### src/rtl/uart_pkg.sv
// Shared types and constants for the UART transmit controller.
package uart_pkg;

  typedef enum logic [2:0] {
    IDLE,
    START,
    DATA,
    PAR,
    STOP
  } tx_state_e;

  localparam int unsigned PAR_NONE = 0;
  localparam int unsigned PAR_EVEN = 1;
  localparam int unsigned PAR_ODD  = 2;

  localparam int unsigned UART_DEF_DIV = 16;

endpackage

### src/rtl/uart_tx_ctrl.sv
// UART transmit controller: frames bytes onto tx, sequences baud_gen and applies
// divisor updates only between frames.
module uart_tx_ctrl
  import uart_pkg::*;
#(
  parameter int unsigned DATA_W    = 8,
  parameter int unsigned DIV_W     = 8,
  parameter int unsigned DEF_DIV   = UART_DEF_DIV,
  parameter int unsigned PARITY    = PAR_NONE,
  parameter int unsigned STOP_BITS = 1
) (
  input  logic              clk,
  input  logic              rst,
  input  logic [DATA_W-1:0] tx_data,
  input  logic              tx_valid,
  output logic              tx_ready,
  input  logic [DIV_W-1:0]  cfg_div,
  input  logic              cfg_wr,
  output logic              cfg_pend,
  output logic [DIV_W-1:0]  div_active,
  output logic [DIV_W-1:0]  bg_div,
  output logic              bg_rst,
  input  logic              bg_tick,
  output logic              tx,
  output logic              busy,
  output logic              done
);

  localparam int unsigned     CntW    = $clog2(DATA_W);
  localparam logic [CntW-1:0] LastBit = CntW'(DATA_W - 1);

  tx_state_e         state_q, state_d;
  logic [DATA_W-1:0] shift_q, shift_d;
  logic [CntW-1:0]   bit_cnt_q, bit_cnt_d;
  logic              stop_cnt_q, stop_cnt_d;
  logic              par_q, par_d;
  logic              tx_q, tx_d;
  logic              cfg_pend_q, cfg_pend_d;
  logic [DIV_W-1:0]  pend_div_q, pend_div_d;
  logic [DIV_W-1:0]  div_active_q, div_active_d;
  logic              accept;
  logic              apply;

  assign tx_ready = (state_q == IDLE) && !cfg_pend_q;
  assign accept   = tx_valid && tx_ready;
  assign apply    = (state_q == IDLE) && cfg_pend_q && !accept;
  // Restart on accept so the start bit is aligned to the generator period.
  assign bg_rst   = accept || apply || !rst;

  always_comb begin
    state_d    = state_q;
    shift_d    = shift_q;
    bit_cnt_d  = bit_cnt_q;
    stop_cnt_d = stop_cnt_q;
    par_d      = par_q;
    tx_d       = tx_q;
    done       = 1'b0;
    unique case (state_q)
      IDLE: begin
        if (accept) begin
          state_d = START;
          shift_d = tx_data;
          par_d   = (^tx_data) ^ (PARITY == PAR_ODD);
          tx_d    = 1'b0;
        end
      end
      START: begin
        if (bg_tick) begin
          state_d   = DATA;
          bit_cnt_d = '0;
          tx_d      = shift_q[0];
          shift_d   = shift_q >> 1;
        end
      end
      DATA: begin
        if (bg_tick) begin
          if (bit_cnt_q != LastBit) begin
            bit_cnt_d = bit_cnt_q + CntW'(1);
            tx_d      = shift_q[0];
            shift_d   = shift_q >> 1;
          end else if (PARITY != PAR_NONE) begin
            state_d = PAR;
            tx_d    = par_q;
          end else begin
            state_d    = STOP;
            stop_cnt_d = 1'b0;
            tx_d       = 1'b1;
          end
        end
      end
      PAR: begin
        if (bg_tick) begin
          state_d    = STOP;
          stop_cnt_d = 1'b0;
          tx_d       = 1'b1;
        end
      end
      STOP: begin
        if (bg_tick) begin
          if ((STOP_BITS == 2) && !stop_cnt_q) begin
            stop_cnt_d = 1'b1;
          end else begin
            state_d = IDLE;
            done    = 1'b1;
          end
        end
      end
      default: begin
        state_d = IDLE;
        tx_d    = 1'b1;
      end
    endcase
  end

  // A write coinciding with an apply lands in the pending slot and stays pending.
  always_comb begin
    pend_div_d   = pend_div_q;
    cfg_pend_d   = cfg_pend_q;
    div_active_d = div_active_q;
    if (apply) begin
      div_active_d = pend_div_q;
      cfg_pend_d   = 1'b0;
    end
    if (cfg_wr) begin
      pend_div_d = (cfg_div == '0) ? DIV_W'(1) : cfg_div;
      cfg_pend_d = 1'b1;
    end
  end

  always_ff @(posedge clk or negedge rst) begin
    if (!rst) begin
      state_q      <= IDLE;
      shift_q      <= '0;
      bit_cnt_q    <= '0;
      stop_cnt_q   <= 1'b0;
      par_q        <= 1'b0;
      tx_q         <= 1'b1;
      cfg_pend_q   <= 1'b0;
      pend_div_q   <= DIV_W'(DEF_DIV);
      div_active_q <= DIV_W'(DEF_DIV);
    end else begin
      state_q      <= state_d;
      shift_q      <= shift_d;
      bit_cnt_q    <= bit_cnt_d;
      stop_cnt_q   <= stop_cnt_d;
      par_q        <= par_d;
      tx_q         <= tx_d;
      cfg_pend_q   <= cfg_pend_d;
      pend_div_q   <= pend_div_d;
      div_active_q <= div_active_d;
    end
  end

  assign tx         = tx_q;
  assign busy       = (state_q != IDLE);
  assign cfg_pend   = cfg_pend_q;
  assign div_active = div_active_q;
  assign bg_div     = div_active_q;

endmodule

### config.mk
export PLATFORM = sky130hd
export DESIGN_NAME = uart_tx_ctrl
export DESIGN_NICKNAME = d
export VERILOG_FILES = /design/src/rtl/uart_pkg.sv /design/src/rtl/uart_tx_ctrl.sv
export SDC_FILE = /design/constraint.sdc
export NUM_CORES = 1
export LEC_CHECK = 0
export ABC_AREA = 1
export CORE_MARGIN = 3
export CORE_UTILIZATION = 55
export CTS_BUF_LIST = sky130_fd_sc_hd__clkbuf_8 sky130_fd_sc_hd__clkbuf_16
export DETAILED_ROUTE_END_ITERATION = 6
export DONT_BUFFER_PORTS = 1
export PLACE_DENSITY_LB_ADDON = 0.08
export SYNTH_ARGS = -nofsm -noshare
export SYNTH_HDL_FRONTEND = slang
export SYNTH_SLANG_ARGS = --single-unit
### constraint.sdc
create_clock -name clk -period 2 [get_ports clk]
set_input_delay 0.5 -clock clk [delete_from_list [all_inputs] [get_ports clk]]
set_output_delay 0.5 -clock clk [all_outputs]
set_load 0.02 [all_outputs]
==> Word-level counts from Yosys, hierarchy flattened <==
Cells that the tools add are included.
{ "word_totals": {"regBits": 32, "in_bits": 21, "out_inout_bits": 22, "wordCells": 66} }
{ "classes": {"addsub": 1, "eq_ne": 12, "n_mux": 26, "bitwise": 1, "n_reduce_logical": 19} }
{ "op_table": {"columns": ["cell", "count"], "rows": [
  ["$mux W8", 5],
  ["$mux W3", 8],
  ["$pmux W8 S3", 1],
  ["$pmux W3 S5", 1],
  ["$ne A2 B2 Y1 const B", 7],
  ["$reduce_and A5 Y1", 2],
  ["$mux W1", 9],
  ["$logic_not A8 Y1", 1],
  ["$eq A3 B2 Y1 const B", 2],
  ["$pmux W3 S2", 1],
  ["$reduce_and A6 Y1", 1],
  ["$reduce_bool A3 Y1", 2],
  ["$pmux W1 S5", 1],
  ["$logic_and A1 B1 Y1", 4],
  ["$reduce_and A4 Y1", 1],
  ["$reduce_bool A2 Y1", 2],
  ["$add A3 B1 Y3 const B", 1],
  ["$eq A3 B1 Y1 const B", 1],
  ["$eq A3 B3 Y1 const B", 1],
  ["$logic_not A1 Y1", 3],
  ["$logic_not A3 Y1", 1],
  ["$ne A3 B3 Y1 const B", 1],
  ["$logic_or A1 B1 Y1", 2],
  ["$not A1 Y1", 1]
]} }

==> Longest topological paths before layout <==
Gate-level depths: netlist (run 1).
{ "logic_depth": {"word_depth": 7, "mapped_depth": 8, "mapped_depth_nobuf": 8} }

==> Worst setup path after synthesis (run 1) <==
Ideal clock, no wire load.
{ "synth_timing": {"path_type": "register to output", "from": "register state_q[0]", "to": "output bg_rst", "t_arrival_ns": 1.476, "required_time_ns": 1.500, "slack_ns": 0.024, "stages_incl_launch_ff": 6, "n_path_buf": 0, "cell_sequence": "dfrtp_1 nor2_4 nand2_2 nor2_1 nand2_1 nand3_1"} }
{ "synth_via": {"elab_chain_cells": 7, "word_cells_on_any_way": 8, "cone_classes": "8 x reduce/logical"} }
{ "synth_lines": {"columns": ["item", "line_no", "text"], "rows": [
  ["start: declaration", "uart_tx_ctrl.sv:32", "tx_state_e state_q, state_d;"],
  ["start signal: assignment", "uart_tx_ctrl.sv:142", "state_q <= state_d;"],
  ["$logic_not A3 Y1 (*)", null, null],
  ["$logic_and A1 B1 Y1 (*)", "uart_tx_ctrl.sv:44", "assign tx_ready = (state_q == IDLE) && !cfg_pend_q;"],
  ["via tx_ready", "uart_tx_ctrl.sv:16", "output logic tx_ready,"],
  ["$logic_and A1 B1 Y1 (*)", "uart_tx_ctrl.sv:45", "assign accept = tx_valid && tx_ready;"],
  ["$logic_not A1 Y1", "uart_tx_ctrl.sv:46", "assign apply = (state_q == IDLE) && cfg_pend_q && !accept;"],
  ["$logic_and A1 B1 Y1", "uart_tx_ctrl.sv:46", null],
  ["$logic_or A1 B1 Y1 (*) (2 in series)", "uart_tx_ctrl.sv:48", "assign bg_rst = accept || apply || !rst;"],
  ["end: declaration", "uart_tx_ctrl.sv:22", "output logic bg_rst,"]
]} }
Mark *: on every way through the listed nets, which the timed path passes. The rest lies on a longest branch.

==> Final worst setup path (run 1) <==
{ "layout_timing": {"from": "register state_q[1]", "to": "output bg_rst"} }
{ "layout_via": {"elab_chain_cells": 7, "word_cells_on_any_way": 8, "cone_classes": "8 x reduce/logical"} }
{ "layout_lines": {"columns": ["item", "line_no"], "rows": [
  ["$logic_not A3 Y1 (*)", null],
  ["$logic_and A1 B1 Y1", "uart_tx_ctrl.sv:44"],
  ["$logic_and A1 B1 Y1", "uart_tx_ctrl.sv:45"],
  ["$logic_not A1 Y1", "uart_tx_ctrl.sv:46"],
  ["$logic_and A1 B1 Y1", "uart_tx_ctrl.sv:46"],
  ["$logic_or A1 B1 Y1 (*) (2 in series)", "uart_tx_ctrl.sv:48"]
]} }
Mark *: on every way between the ends. The rest lies on a longest branch, timed or not.

==> results of run 1 <==
cell type report:
| class | instances | area, µm² | share of cell area (%) |
|---|---|---|---|
| timing repair buffer | 5 | 50.05 | 2.845 |
| tap | 31 | 38.79 | 2.205 |
| clock buffer | 5 | 68.82 | 3.912 |
| multi-input combinational | 140 | 714.4 | 40.61 |
| clock inverter | 2 | 8.758 | 0.4979 |
| inverter | 19 | 71.32 | 4.054 |
| sequential | 32 | 807.0 | 45.87 |
routing by layer:
layer	vias to the layer above	share of wire [%]	GRT usage, %
met4	0	2.3	9.907
li1	630	-	-
met5	-	0	0
met1	603	42	25.00
met2	48	47	32.06
met3	8	8.5	7.234
report_power, final:
part | leakage [nW] | internal, mW | switching, mW
combinational | 0.494 | 0.426 | 0.802
clock | 0.0452 | 0.231 | 0.217
sequential | 0.393 | 0.878 | 0.390
total | 0.933 | 1.53 | 1.41
repair_timing:
item | in CTS | in global routing
hold buffers | 1 | 0
setup endpoints to repair | 1 | 3
gates resized for setup | 2 | 3
pin swaps | 0 | 1
setup buffers | 0 | 2
endpoints found under the hold margin | 29 | 0
state kept, by name, summed over array words and instances (netlist names):
signal and count:
bg_div 8, pend_div_q 8, shift_q 8, bit_cnt_q 3, state_q 3, cfg_pend 1
tx 1
logic make-up (layout without fill, tap and decap cells):
family	after synthesis	count (layout)	synth area share, %
DFF	32	32	48.68
and+or+nand+nor	116	116	32.48
buffers and inverters	29	31	8.857
adders and majority gates	2	2	1.514
AOI/OAI and AO/OA	22	22	8.478
path summary, 6_finish.rpt:
path,from,endpoint,slack (ns),cells past startpoint
min in group clk,cfg_wr,pend_div_q[4]$_DFFE_PN1P_,0.29,1
worst min-delay path,rst,shift_q[7]$_DFFE_PN0P_,0.03,1
max in group asynchronous,rst,state_q[1]$_DFFE_PN0P_,1.79,1
worst min register to register,shift_q[3]$_DFFE_PN0P_,shift_q[3]$_DFFE_PN0P_,0.47,2
worst max-delay path,state_q[1]$_DFFE_PN0P_,bg_rst,0.12,5
worst max register to register,bit_cnt_q[0]$_DFFE_PN0P_,shift_q[4]$_DFFE_PN0P_,0.48,7
synthesized netlist by cell type:
library cell,count,area (µm²)
a21oi_1,1,5.000
a21oi_2,1,8.760
buf_4,8,60.06
buf_6,1,11.26
clkbuf_1,1,3.750
dfrtp_1,29,725.7
dfstp_2,3,78.83
ha_1,2,25.02
inv_1,14,52.55
inv_2,5,18.77
nand2_1,74,277.8
nand2_2,4,25.02
nand2_4,1,11.26
nand3_1,17,85.08
nand3_2,1,10.01
nand3_4,1,17.52
nand3b_1,1,7.510
nand4_1,1,6.260
nand4_2,1,12.51
nor2_1,7,26.28
nor2_2,2,12.51
nor2_4,2,22.52
nor3_1,2,10.01
o21ai_0,9,45.04
o21ai_1,4,20.02
o21ai_2,7,61.31
or2_2,2,12.51
per-stage QoR:
| step | instance area (µm²) | utilization (%) |
|---|---|---|
| 5_1_grt | 1759 | 62.71 |
| 2_1_floorplan | 1653 | - |
| 4_1_cts | 1739 | 62.00 |
| 6_report | 1759 | 62.71 |
| 3_5_place_dp | 1632 | 58.16 |
| 3_3_place_gp | 1632 | 58.16 |
==> parameters.txt, run 1 <==
Parameter                              Value

Die
  Starting utilization of the core area ... 58.92%
  Area of the placeable core ... 2805 µm²
  I/O pin cnt ... 43
  Die outline height ... 60.82 µm
  Site row count ... 19
  Die area ... 3699 µm²
  Die Width ... 60.82 µm

Detailed routing
  DRT iter0 DRCs ... 65
  First-pass iteration count of the detailed router ... 4
  Post-detailed-route count of antenna-violating nets ... 0
  Vias per cell ... 5.509
  Routed vias ... 1,289
  Detailed-route wire length ... 3207 µm
  Wire length per cell after detailed routing ... 13.71 µm
  DRC Markers ... 0

Cells and area
  Layout Nets ... 226
  Share of final-layout standard cells stronger than drive strength 1 ... 22.17%
  Most frequent cells in the layout ... 74 x nand2_1, 27 x dfrtp_1, 16 x nand3_1
  Filler Cells Inserted ... 262
  Final cell count without fillers ... 234
  Most common cell after layout, fill and taps aside ... nand2_1
  Signed area change from the synthesized netlist to the final layout ... 6.435%
  Total inserted antenna cells ... 0

Global route
  Vias in the first global route ... 1,236
  Initial antenna violation count ... 0
  Global Route Usage Sum ... 20.42%
  Largest net degree at the start of global routing ... 30
  First-pass GRT wire length ... 5457 µm
  Total global routing overflow ... 0

Placed design
  Number of cells in the design after placement ... 224
  Global placer's final weighted congestion ... 0.8531
  Final HPWL DP ... 2339 µm
  I/O Buffers ... 0
  Pre-CTS worst setup slack ... 0.2134 ns

Setup path
  Critical path capture point type ... primary output
  Worst-path fanout max ... 7
  Crit path cell chain ... nor2_4 -> nand2_4 -> nor2_2 -> nand2_1 -> nand3_2
  Crit-path slowest cell ... dfrtp_2
  Number of buffers and inverters on the critical path ... 0
  Nature of the critical path startpoint ... flip-flop
  Largest incremental delay on the critical path ... 0.46 ns
  Required time of the critical path ... 1.50 ns
  Cell family with the largest share of critical-path delay ... simple AND/OR/NAND/NOR gates
  Data arrival, critical path ... 1.38 ns
  Worst Setup Path Type ... reg2out

Logic synthesis
  Portion of the post-synthesis area used by sequential elements ... 48.68%
  Average instance area after synthesis ... 8.223 µm²
  Number of nets produced by synthesis ... 224
  Number of warnings printed during yosys synthesis ... 0
  Post-synthesis cell count ... 201
  Yosys reg bits ... 32
  Netlist area before placement ... 1653 µm²
  Unique cell type count in the Yosys netlist ... 27

Clock tree
  Total clock buffers created by CTS ... 5
  Clock edge transition at the registers on the reported setup and hold paths ... 0.06 ns
  CTS sink count ... 32
  Number of buffers on the longest clock path ... 2
  Later-pin clock latency in the skew report ... 0.28 ns
  TritonCTS clock tree ... yes
  CTS H-Tree Depth ... 2
  Cell at the root of the clock tree ... clkbuf_8

STA
  Clock period minus worst slack ... 1.879 ns
  Setup TNS ... 0 ns
  Least setup slack across all paths after layout ... 0.1205 ns
  Share of the cycle needed by the critical path after routing ... 93.97%
  Number of hold-slack violations in the final timing report ... 0
  Setup repair after global routing missed its margin ... false
  Worst Tran Pin Value ... 0.4214 ns
  Final slew viol count ... 0
  Hold slack final ... 0.03205 ns
  Post-route clock skew ... 0.004830 ns
  Headroom to the max-slew limit ... 71.90%
  Max Clock Freq ... 0.5321 GHz
  Setup violators final ... 0

Job
  Number of max-capacitance violations reported ... 0

Min path
  Worst Hold Class ... in2async

Power
  Worst VDD drop ... 0.0007879 V
  Total Power ... 2.944 mW
  Leakage component of the power ... 0.9327 nW
  Pwr dens ... 1674 nW/µm²

Status
  Run status ... completed
Power figures use the tool's default switching activity.
==> inputs of run 2 (changes only) <==
GPL_TIMING_DRIVEN = 0   (was unset)
HOLD_SLACK_MARGIN = 0.12   (was unset)
SLEW_MARGIN = 20   (was unset)
==> parameters.txt, run 2 (synthesized netlist as in run 1, its figures left out) <==
Parameter                              Value

Cells and area
  Storage element area ... 807.0 µm² (unchanged)
  Signed area change from the synthesized netlist to the final layout ... 14.76%
  Area of the multi-input gates ... 734.5 µm² (+2.8%)
  Post-Route Utilization ... 67.62% (+4.9 points)
  Filler Cells Inserted ... 241 (-8.0%)
  Layout Nets ... 238 (+5.3%)
  Total inserted antenna cells ... 0 (unchanged)
  Share of final-layout standard cells stronger than drive strength 1 ... 26.51% (+4.3 points)
  Most frequent cells in the layout ... 73 x nand2_1, 27 x dfrtp_1, 16 x nand3_1
  Most common cell after layout, fill and taps aside ... nand2_1
  Final cell count without fillers ... 246 (+5.1%)

Setup path
  Worst-path fanout max ... 4 (-3)
  Cell seen most often among critical-path stages ... nor2_4
  Worst Setup Path Type ... reg2out
  Required time of the critical path ... 1.50 ns (about the same)
  Cell family with the largest share of critical-path delay ... simple AND/OR/NAND/NOR gates
  Largest incremental delay on the critical path ... 0.42 ns (-0.04 ns)
  Number of buffers and inverters on the critical path ... 0 (unchanged)
  Crit path cell chain ... nor2_4 -> nand2_4 -> nor2_4 -> nand2_2 -> nand3_4
  Crit-path slowest cell ... dfrtp_2
  Critical path capture point type ... primary output
  Nature of the critical path startpoint ... flip-flop
  Data arrival, critical path ... 1.42 ns (+0.04 ns)
  Beginning of the critical path ... state_q[1]$_DFFE_PN0P_
  Worst flop-to-flop path startpoint ... bit_cnt_q[0]$_DFFE_PN0P_

STA
  Final slew viol count ... 0 (unchanged)
  Headroom to the max-slew limit ... 68.99% (-2.9 points)
  Setup violators final ... 0 (unchanged)
  Worst Tran Pin Value ... 0.4651 ns (+0.04369 ns)
  Clock period minus worst slack ... 1.919 ns (+0.03926 ns)
  Setup repair after global routing missed its margin ... true
  Post-route clock skew ... 0.004727 ns (-0.0001023 ns)
  Number of hold-slack violations in the final timing report ... 0 (unchanged)
  Share of the cycle needed by the critical path after routing ... 95.94% (+2.0 points)
  Hold slack final ... 0.3136 ns (+0.2815 ns)
  Max Clock Freq ... 0.5212 GHz (-2.0%)

Clock tree
  TritonCTS clock tree ... yes
  CTS sink count ... 32 (unchanged)
  Number of buffers on the longest clock path ... 2 (unchanged)
  Cell at the root of the clock tree ... clkbuf_8
  Total clock buffers created by CTS ... 5 (unchanged)
  Clock edge transition at the registers on the reported setup and hold paths ... 0.06 ns (about the same)
  Later-pin clock latency in the skew report ... 0.27 ns (about the same)
  CTS H-Tree Depth ... 2 (unchanged)

Placed design
  Final HPWL DP ... 2354 µm (+0.65%)
  I/O Buffers ... 0 (unchanged)
  Number of cells in the design after placement ... 232 (+3.6%)
  Global placer's final weighted congestion ... 0.8668 (+1.6%)

Die
  Die Width ... 60.82 µm (unchanged)
  Site row count ... 19 (unchanged)
  Area of the placeable core ... 2805 µm² (unchanged)
  Die outline height ... 60.82 µm (unchanged)
  Die area ... 3699 µm² (unchanged)
  Starting utilization of the core area ... 58.92% (unchanged)
  I/O pin cnt ... 43 (unchanged)

Min path
  Worst Hold Class ... in2reg
  Worst Hold Launch ... cfg_wr

Power
  Worst VDD drop ... 0.0009044 V (+15%)
  Leakage component of the power ... 1.002 nW (+7.4%)
  Pwr dens ... 1709 nW/µm² (+2.1%)
  Total Power ... 3.242 mW (+10%)

Detailed routing
  DRT iter0 DRCs ... 42 (-35%)
  Routed vias ... 1,328 (+3.0%)
  Post-detailed-route count of antenna-violating nets ... 0 (unchanged)
  DRC Markers ... 0 (unchanged)
  Vias per cell ... 5.398 (-2.0%)
  First-pass iteration count of the detailed router ... 4 (unchanged)
  Detailed-route wire length ... 3276 µm (+2.2%)
  Wire length per cell after detailed routing ... 13.32 µm (-2.8%)

Global route
  Total global routing overflow ... 0 (unchanged)
  First-pass GRT wire length ... 5409 µm (-0.88%)
  Largest net degree at the start of global routing ... 33 (+10%)
  Initial antenna violation count ... 0 (unchanged)
  Vias in the first global route ... 1,279 (+3.5%)
  Global Route Usage Sum ... 19.81% (-0.61 points)

Status
  Run status ... completed

Job
  Number of max-capacitance violations reported ... 0 (unchanged)
[run 2: worst register-to-register path, cell delays in order (launching register included)]
cell and delay (ns):
dfrtp_1 0.40, ha_1 0.21, ha_1 0.21, nand4_2 0.12, nand2_2 0.07, nor2_2 0.26
nand3_1 0.12, nand2_1 0.09
[run 2: layout make-up]
type / count / share of cell area, %
Tap cell: 31 / 2.045
Sequential cell: 32 / 42.55
Inverter: 19 / 3.892
Buffer: 10 / 4.156
Timing Repair Buffer: 7 / 3.562
Clock buffer: 7 / 5.079
Multi-Input combinational cell: 140 / 38.72
[run 2: where the power goes]
| part | leakage (nW) | total, mW | internal, mW | switching, mW |
|---|---|---|---|---|
| clock | 0.0503 | 0.522 | 0.306 | 0.216 |
| combinational | 0.558 | 1.57 | 0.572 | 0.995 |
| sequential | 0.393 | 1.15 | 0.880 | 0.274 |
[run 2: final timing paths]
| check | end | cells past startpoint | slack [ns] |
|---|---|---|---|
| max | bg_rst | 5 | 0.08 |
| min | pend_div_q[4]$_DFFE_PN1P_ | 1 | 0.31 |
| max reg2reg | shift_q[5]$_DFFE_PN0P_ | 7 | 0.46 |
| min reg2reg | shift_q[3]$_DFFE_PN0P_ | 2 | 0.48 |
| max in group asynchronous | bg_div[4]$_DFFE_PN1P_ | 2 | 1.08 |
| min in group asynchronous | shift_q[1]$_DFFE_PN0P_ | 2 | 0.67 |
[run 2: routing by layer]
layer	vias to the layer above	GRT usage, %	wire length (µm)
li1	657	-	-
met1	613	23.01	1339
met2	51	33.74	1637
met4	0	8.978	50
met3	7	5.745	249
met5	-	0	0
[run 2: repair_timing]
| item | 4_1_cts | 5_1_grt |
|---|---|---|
| endpoints found under the setup margin | 2 | 1 |
| pin swaps | 1 | 1 |
| buffers inserted | 5 | 0 |
| endpoints found under the hold margin | 32 | 0 |
| hold buffers | 2 | 0 |
| gates resized for setup | 7 | 4 |
[run 2: through the flow]
step / area, µm² / setup TNS, ns / setup slack [ns]
finish: 1897 / 0 / 0.08128
global route: 1897 / 0 / 0.001078
CTS: 1879 / 0 / 0.01902
detailed placement: 1692 / -0.2043 / -0.2043
global placement: 1692 / -0.1850 / -0.1850
floorplan: 1653 / 0 / 0.02428
==> inputs of run 3 (changes only) <==
CORE_UTILIZATION = 35   (was 55)
CTS_BUF_LIST = unset   (was sky130_fd_sc_hd__clkbuf_8 sky130_fd_sc_hd__clkbuf_16)
==> parameters.txt, run 3 (synthesized netlist as in run 1, its figures left out) <==
Parameter                              Value

Detailed routing
  DRC Markers ... 0 (unchanged)
  Detailed-route wire length ... 3573 µm (+9.1%)
  Wire length per cell after detailed routing ... 13.38 µm (+0.49%)
  Post-detailed-route count of antenna-violating nets ... 0 (unchanged)
  Vias per cell ... 4.816 (-11%)
  DRT iter0 DRCs ... 85 (+100%)
  Routed vias ... 1,286 (-3.2%)
  First-pass iteration count of the detailed router ... 4 (unchanged)

Setup path
  Number of buffers and inverters on the critical path ... 2 (+2)
  Critical path capture point type ... primary output
  Cell seen most often among critical-path stages ... nand2_4
  R2R depth ... 7 (unchanged)
  Required time of the critical path ... 1.50 ns (about the same)
  Nature of the critical path startpoint ... flip-flop
  Register-to-register path setup slack ... 0.45 ns (about the same)
  End of the worst register-to-register path ... shift_q[0]$_DFFE_PN0P_
  Crit path cell chain ... nor2_4 -> nand2_4 -> inv_4 -> nand2_4 -> buf_8 -> nand3_2
  Worst Setup Path Type ... reg2out
  Largest incremental delay on the critical path ... 0.45 ns (+0.03 ns)
  Cell family with the largest share of critical-path delay ... flip-flops
  Worst-path fanout max ... 7 (+3)
  Crit-path slowest cell ... dfrtp_2
  Worst flop-to-flop path startpoint ... bit_cnt_q[0]$_DFFE_PN0P_
  Data arrival, critical path ... 1.42 ns (about the same)

Die
  Die area ... 5583 µm² (+51%)
  Die Width ... 74.72 µm (+23%)
  Starting utilization of the core area ... 37.19% (-22 points)
  Site row count ... 24 (+5)
  Area of the placeable core ... 4444 µm² (+58%)
  Die outline height ... 74.72 µm (+23%)
  I/O pin cnt ... 43 (unchanged)

Global route
  Largest net degree at the start of global routing ... 33 (unchanged)
  Global Route Usage Sum ... 14.42% (-5.4 points)
  Initial antenna violation count ... 0 (unchanged)
  Total global routing overflow ... 0 (unchanged)
  Vias in the first global route ... 1,284 (+0.39%)
  First-pass GRT wire length ... 6030 µm (+11%)

Power
  Total Power ... 3.313 mW (+2.2%)
  Leakage component of the power ... 0.9988 nW (-0.29%)
  Pwr dens ... 1722 nW/µm² (+0.71%)
  Worst VDD drop ... 0.0008458 V (-6.5%)

Job
  Number of max-capacitance violations reported ... 0 (unchanged)

Clock tree
  Later-pin clock latency in the skew report ... 0.28 ns (about the same)
  CTS sink count ... 32 (unchanged)
  Number of buffers on the longest clock path ... 2 (unchanged)
  CTS H-Tree Depth ... 2 (unchanged)
  Clock edge transition at the registers on the reported setup and hold paths ... 0.07 ns (about the same)
  TritonCTS clock tree ... yes
  Total clock buffers created by CTS ... 5 (unchanged)
  Cell at the root of the clock tree ... clkbuf_8

Status
  Run status ... completed

STA
  Headroom to the max-slew limit ... 70.34% (+1.3 points)
  Setup violators final ... 0 (unchanged)
  Hold slack final ... 0.2852 ns (-0.02833 ns)
  Share of the cycle needed by the critical path after routing ... 96.01% (about the same)
  Post-route clock skew ... 0.004967 ns (+0.0002394 ns)
  Max Clock Freq ... 0.5208 GHz (about the same)
  Setup TNS ... 0 ns (unchanged)
  Number of hold-slack violations in the final timing report ... 0 (unchanged)
  Worst Tran Pin Value ... 0.4449 ns (-0.02022 ns)
  Setup repair after global routing missed its margin ... false
  Clock period minus worst slack ... 1.920 ns (+0.001512 ns)
  Final slew viol count ... 0 (unchanged)

Min path
  Worst Hold Launch ... cfg_wr
  Worst hold path cell count ... 1 (unchanged)
  Worst Hold Class ... in2reg
  Hold-critical path endpoint ... pend_div_q[4]$_DFFE_PN1P_

Cells and area
  Layout Nets ... 237 (-0.42%)
  Most common cell after layout, fill and taps aside ... nand2_1
  Post-Route Utilization ... 43.30% (-24 points)
  Signed area change from the synthesized netlist to the final layout ... 16.43%
  Filler Cells Inserted ... 463 (+92%)
  Total inserted antenna cells ... 0 (unchanged)
  Share of final-layout standard cells stronger than drive strength 1 ... 26.51% (unchanged)
  Most frequent cells in the layout ... 74 x nand2_1, 26 x dfrtp_1, 16 x nand3_1

Placed design
  I/O Buffers ... 0 (unchanged)
  Global placer's final weighted congestion ... 0.7704 (-11%)
  Final HPWL DP ... 2562 µm (+8.8%)
==> run 3: worst reg2reg max path, cell delays in order, from the launching register on <==
cell and delay (ns):
dfrtp_1 0.40, ha_1 0.20, ha_1 0.21, nand4_2 0.12, nand2_2 0.07, nor2_2 0.27, nand3_1 0.12, nand2_1 0.09
==> run 3: metrics by stage <==
step / cells / worst slack [ns] / cell area (µm²)
detailed placement: 253 / -0.1208 / 1718
global placement: 253 / -0.1104 / 1718
CTS: 266 / 0.01810 / 1911
global route: 267 / 0.002613 / 1924
floorplan: 201 / 0.02428 / 1653
finish: 267 / 0.07976 / 1924
==> run 3: final cells by class <==
type | instances | area, µm² | area share (%)
repair buffers | 6 | 60.06 | 3.121
clock inverters | 3 | 42.54 | 2.211
multi-input cells | 140 | 724.4 | 37.65
flip-flops and latches | 32 | 808.3 | 42.00
well taps | 52 | 65.06 | 3.381
clock buffers | 5 | 68.82 | 3.576
plain buffers | 10 | 78.83 | 4.096
inverters | 19 | 76.32 | 3.966
==> run 3: repair_timing <==
action	in CTS	in global routing
endpoints found under the setup margin	2	2
buffers inserted	3	1
resized for setup	8	3
cloned	0	0
pin swaps	1	0
hold buffers	2	0
endpoints found under the hold margin	32	0
==> run 3: how the worst max path moves through the flow <==
stage,start,to,slack (ns),cells past startpoint
global placement,state_q[0]$_DFFE_PN0P_,bg_rst,-0.11,5
CTS,state_q[0]$_DFFE_PN0P_,bg_rst,0.02,6
finish,state_q[0]$_DFFE_PN0P_,bg_rst,0.08,6
global route,state_q[0]$_DFFE_PN0P_,bg_rst,0.003,6
detailed placement,state_q[0]$_DFFE_PN0P_,bg_rst,-0.12,5
floorplan,state_q[0]$_DFFE_PN0P_,bg_rst,0.02,5
==> run 3: power breakdown <==
| part | total, mW | leakage (nW) | switching (mW) | internal (mW) |
|---|---|---|---|---|
| logic | 1.54 | 0.553 | 0.981 | 0.556 |
| clock network | 0.614 | 0.0541 | 0.246 | 0.368 |
| registers | 1.16 | 0.392 | 0.280 | 0.881 |
| total | 3.31 | 0.999 | 1.51 | 1.81 |
==> run 3: routing by layer <==
layer / vias up / track usage [%] / share of wire [%]
li1: 658 / - / -
met4: 0 / 4.743 / 0.81
met1: 588 / 17.14 / 41
met2: 38 / 23.71 / 50
met5: - / 0 / 0
met3: 2 / 6.008 / 8.1
